File: config.mk
export PLATFORM = sky130hd
export DESIGN_NAME = fir_seq_mac
export DESIGN_NICKNAME = d
export VERILOG_FILES = /design/src/rtl/fir_seq_mac.sv
export SDC_FILE = /design/constraint.sdc
export NUM_CORES = 2
export LEC_CHECK = 0
export BUFFER_PORTS_ARGS = -buffer_cell sky130_fd_sc_hd__buf_2
export CORE_MARGIN = 4
export CORE_UTILIZATION = 65
export CTS_BUF_LIST = sky130_fd_sc_hd__clkbuf_2 sky130_fd_sc_hd__clkbuf_4 sky130_fd_sc_hd__clkbuf_8
export CTS_CLUSTER_SIZE = 8
export DETAILED_ROUTE_END_ITERATION = 12
export PLACE_DENSITY = 0.83
export SETUP_SLACK_MARGIN = 0.1
export SYNTH_ARGS = -nofsm -noshare
export SYNTH_HDL_FRONTEND = slang
export SYNTH_SLANG_ARGS = --single-unit
File: constraint.sdc
create_clock -name clk -period 10.1 [get_ports clk]
set_input_delay 2.525 -clock clk [delete_from_list [all_inputs] [get_ports clk]]
set_output_delay 2.525 -clock clk [all_outputs]
set_load 0.05 [all_outputs]
File: src/rtl/fir_seq_mac.sv
// Sequential stereo FIR MAC: follows the sample-queue burst, drives the coefficient ROM address
// in lockstep, and emits one saturated Q1.15-scaled stereo result per burst of exactly TAPS samples.
//
// state | meaning
// IDLE  | waiting for an accepted burst start; coeff_addr held at 0
// MAC   | accumulating one product pair per registered burst cycle
// DONE  | result (or len_err) presented for one cycle; a new burst may start here
module fir_seq_mac #(
    parameter int TAPS  = 1021,
    parameter int CA_W  = 10,
    parameter int ACC_W = 42
) (
    input  logic            clk,
    input  logic            rst_n,
    input  logic            sequencing,
    input  logic [15:0]     lft_in,
    input  logic [15:0]     rght_in,
    output logic [CA_W-1:0] coeff_addr,
    input  logic [15:0]     coeff,
    output logic [15:0]     lft_filt,
    output logic [15:0]     rght_filt,
    output logic            filt_vld,
    output logic            len_err
);

    localparam int CNT_W = $clog2(TAPS + 1) + 1;
    localparam logic [CA_W-1:0]         ADDR_MAX = CA_W'(TAPS - 1);
    localparam logic [CNT_W-1:0]        CNT_TAPS = CNT_W'(TAPS);
    localparam logic signed [ACC_W-1:0] POS_MAX  = ACC_W'(32767);
    localparam logic signed [ACC_W-1:0] NEG_MIN  = -(ACC_W'(32768));

    typedef enum logic [1:0] {IDLE, MAC, DONE} state_t;

    state_t state, state_nxt;

    logic                     armed;
    logic                     acpt;
    logic                     seq_d;
    logic signed [15:0]       lft_d, rght_d;
    logic signed [31:0]       prod_l, prod_r;
    logic signed [ACC_W-1:0]  acc_l, acc_r, acc_l_nxt, acc_r_nxt;
    logic [CNT_W-1:0]         cnt, cnt_inc;
    logic                     clr, acc_en, finish, len_ok;

    function automatic logic [15:0] sat16(input logic signed [ACC_W-1:0] a);
        logic signed [ACC_W-1:0] s;
        s = a >>> 15;
        if (s > POS_MAX)
            return 16'h7FFF;
        else if (s < NEG_MIN)
            return 16'h8000;
        else
            return s[15:0];
    endfunction

    // A burst already in flight when reset releases is ignored until sequencing drops.
    assign acpt = sequencing & armed;

    assign prod_l    = lft_d * $signed(coeff);
    assign prod_r    = rght_d * $signed(coeff);
    assign acc_l_nxt = acc_l + {{(ACC_W-32){prod_l[31]}}, prod_l};
    assign acc_r_nxt = acc_r + {{(ACC_W-32){prod_r[31]}}, prod_r};
    assign cnt_inc   = (cnt == '1) ? cnt : cnt + 1'b1;
    assign len_ok    = (cnt_inc == CNT_TAPS);

    always_ff @(posedge clk or negedge rst_n) begin
        if (!rst_n)
            state <= IDLE;
        else
            state <= state_nxt;
    end

    always_comb begin
        state_nxt = state;
        clr       = 1'b0;
        acc_en    = 1'b0;
        finish    = 1'b0;
        case (state)
            IDLE: begin
                if (acpt) begin
                    state_nxt = MAC;
                    clr       = 1'b1;
                end
            end
            MAC: begin
                acc_en = seq_d;
                // seq_d drops next cycle: fold the final product straight into the result
                if (!acpt) begin
                    state_nxt = DONE;
                    finish    = 1'b1;
                end
            end
            DONE: begin
                if (acpt) begin
                    state_nxt = MAC;
                    clr       = 1'b1;
                end else begin
                    state_nxt = IDLE;
                end
            end
            default: state_nxt = IDLE;
        endcase
    end

    always_ff @(posedge clk or negedge rst_n) begin
        if (!rst_n) begin
            armed      <= 1'b0;
            seq_d      <= 1'b0;
            lft_d      <= '0;
            rght_d     <= '0;
            coeff_addr <= '0;
            acc_l      <= '0;
            acc_r      <= '0;
            cnt        <= '0;
            lft_filt   <= '0;
            rght_filt  <= '0;
            filt_vld   <= 1'b0;
            len_err    <= 1'b0;
        end else begin
            armed  <= armed | ~sequencing;
            seq_d  <= acpt;
            lft_d  <= lft_in;
            rght_d <= rght_in;

            if (!acpt)
                coeff_addr <= '0;
            else if (coeff_addr != ADDR_MAX)
                coeff_addr <= coeff_addr + 1'b1;

            if (clr) begin
                acc_l <= '0;
                acc_r <= '0;
                cnt   <= '0;
            end else if (acc_en) begin
                acc_l <= acc_l_nxt;
                acc_r <= acc_r_nxt;
                cnt   <= cnt_inc;
            end

            filt_vld <= finish & len_ok;
            len_err  <= finish & ~len_ok;
            if (finish && len_ok) begin
                lft_filt  <= sat16(acc_l_nxt);
                rght_filt <= sat16(acc_r_nxt);
            end
        end
    end

endmodule

==> results.json <==
{
  "min_path_type": "reg -> reg",
  "die_w_um": 224.3,
  "die-area_mm2": 0.05031,
  "root_buffer": "clkbuf_8",
  "endpoint_kind": "flop",
  "drcViolationCount": 0,
  "antenna_found_initial": 2,
  "io_buffers": 94,
  "ys_warn_count": 0,
  "cts_tree": "yes",
  "grt_usage_pct": 34.32,
  "die_h_um": 224.3,
  "setup_viol": 32,
  "async_reset_ff_share_pct": 100.0,
  "status": "finished, violations left",
  "grt_pass1_wl_mm": 139.9,
  "tns_ns": -8.567,
  "ys_top_cells_by_count": "inv_1 (612), fa_1 (526), nand2_1 (393), ha_1 (249), and2_1 (245)",
  "gp_congestion": 0.9538,
  "rsz0062_at_grt": "yes",
  "drive_gt1_share_pct": 22.11,
  "critical_path_required_ns": 10.59,
  "avgRoutedWirePerCell_um": 19.85,
  "syn_nets": 4161,
  "grt_pass1_vias": 27940,
  "reg2reg_slack_ns": 0.85,
  "finalCritPeriodShare_pct": 103.1,
  "fillers": 2605,
  "coreArea_mm2": 0.04577,
  "area_growth_pct": 20.80,
  "maxCapViolations": 0,
  "nNetsFinal": 4589,
  "crit_fanout": 12,
  "start_util_pct": 66.44,
  "hold_buffers": 0,
  "clock_path_buffers": 2,
  "hp-start": "state[1]$_DFFE_PN0P_",
  "synth_edf_count": 0,
  "max_freq_mhz": 96.03,
  "path_common_cell": "fa_1",
  "drtIter0Drc": 2542,
  "drt_pass1_iterations": 6,
  "numCtsBuffers": 17,
  "ys_seq_area_share_pct": 14.40,
  "r2r_start": "lft_d[6]$_DFF_PN0_",
  "via_per_inst": 5.968,
  "hold_viol_final": 0,
  "clock-sinks": 175,
  "num_vias": 26120,
  "critPathMaxStageDelay_ns": 0.59,
  "antenna_left": 0,
  "holdPathEnd": "state[0]$_DFFE_PN0P_",
  "seq_area_mm2": 0.004379,
  "syn_area_mm2": 0.03041,
  "syn_inst": 3335,
  "tightest_slew_ns": 1.131,
  "violations": "setup timing",
  "clk_pin_slew_ns": 0.11,
  "yosys.area.top_type": "fa_1",
  "cp_slowest_cell": "fa_1",
  "syn_area_per_cell_um2": 9.119,
  "grt_overflow": 0,
  "slew_violations": 0,
  "synth.distinct_cells": 81,
  "whs_path_depth": 1,
  "grt_max_degree": 100,
  "synth_most_common_cell": "inv_1",
  "worst_slack_ns": -0.3131,
  "wirelength_mm": 86.85,
  "max_slew_margin_pct": 24.43,
  "crit_type": "in -> reg",
  "multi_input_area_mm2": 0.02463,
  "fin_skew_ns": 0.03216,
  "antenna_cells": 0,
  "worstSkewPairLatency_ns": 0.58,
  "critPathLaunchType": "input pin",
  "netlist_top_cells_area": "fa_1 (35%), dfrtp_1 (14%), ha_1 (10%)",
  "cp.arrival_ns": 10.90,
  "ys_ff_latch": 175,
  "synth_top_area_share_pct": 34.63,
  "synth_flop_cell": "dfrtp_1",
  "ctsHtreeMaxLevel": 4,
  "rr_worst_depth": 35,
  "r2r_end": "lft_filt[10]$_DFFE_PN0P_",
  "period_needed_ns": 10.41,
  "dp_hpwl_mm": 65.07,
  "rows": 78,
  "cp-startpoint": "coeff[10]",
  "pin_count": 95
}
==> cells in the final DEF (no fill, tap or decap), types with 17 or more instances in the layout <==
master    count
nor2_1      121
o21ai_0      94
a21o_1       64
inv_2        23
buf_12       17
nand2_1     366
inv_1       587
xor2_1       40
buf_2        83
xnor2_1      90
a21oi_1     105
and2_4       18
a21oi_2      44
buf_4       393
nor2b_1      23
ha_1        217
clkbuf_8     19
dfrtp_1     175
and2_1      226
a22o_1       53
o21a_1       22
nand2b_1     32
buf_6        24
ha_4         28
nor3_1       22
nand3_1      34
fa_1        511
==> sequential cells by signal (all words and copies together) (netlist names) <==
name and flops:
acc_l 42, acc_r 42, lft_d 16, lft_filt 16
rght_d 16, rght_filt 16, cnt 11, coeff_addr 10
state 2, armed 1, filt_vld 1, len_err 1
seq_d 1
==> layer usage <==
metal	routed length (µm)	vias to the layer above	GRT usage (%)
met5	24	-	0
met1	33600	13050	46.12
li1	-	11340	-
met2	41920	1435	56.45
met3	8302	293	7.779
met4	3002	4	10.65
==> worst max-delay path by stage <==
stage                                      endpoint  slack (ns)  cells after the start
final                      rght_filt[6]$_DFFE_PN0P_       -0.31                     39
after global routing       lft_filt[12]$_DFFE_PN0P_       -0.59                     40
after CTS                   lft_filt[9]$_DFFE_PN0P_       -0.16                     35
after detailed placement    lft_filt[2]$_DFFE_PN0P_       -0.91                     34
after global placement    rght_filt[11]$_DFFE_PN0P_       -0.67                     34
after floorplan            lft_filt[10]$_DFFE_PN0P_       -0.18                     35
==> what timing repair did <==
item | in CTS | in global routing
cloned | 3 | 5
pin swaps | 91 | 84
gates resized for setup | 127 | 137
setup endpoints to repair | 34 | 48
setup buffers | 34 | 19
==> layout make-up <==
cell class | instances | area share (%)
clock inverters | 14 | 0.3985
clock buffers | 18 | 0.6744
multi-input cells | 2425 | 67.06
inverters | 612 | 6.270
well taps | 600 | 2.044
flip-flops and latches | 175 | 11.92
repair buffers | 532 | 11.63
==> critical path, delay by kind of cell <==
| family | cells | cell delay [ns] |
|---|---|---|
| buf+inv | 8 | 0.92 |
| mux | 1 | 0.29 |
| simple gates | 4 | 0.42 |
| xor+xnor | 1 | 0.21 |
| compound gates | 17 | 2.87 |
| fa+ha+maj | 8 | 3.63 |
==> through the flow <==
stage               util, %  instances  area (µm²)  setup WS (ns)  hold slack [ns]
global route          80.26       4376       36740        -0.5937           0.5062
floorplan                 -       3335       30990        -0.1815           0.4242
finish                80.26       4376       36740        -0.3131           0.4563
CTS                   78.46       4353       35910        -0.1582           0.4599
global placement      75.67       4287       34630        -0.6737           0.4292
detailed placement    75.67       4287       34630        -0.9060           0.4452
==> logic make-up (layout without fill, tap and decap cells) <==
group                    count (synthesis)  after routing  share of synthesized area (%)
flip-flops                             175            175                          14.40
adder cells (fa/ha/maj)                775            775                          44.87
multiplexers                             7              7                         0.2386
XOR/XNOR                               148            148                          4.353
AO/OA/AOI/OAI                          518            518                          11.25
buffers and inverters                  736           1176                          9.134
AND/OR/NAND/NOR                        976            977                          15.75
Power is left out: the tool's default activity adds up to more than one toggle a clock period on the data nets, which glitch-free logic cannot reach.
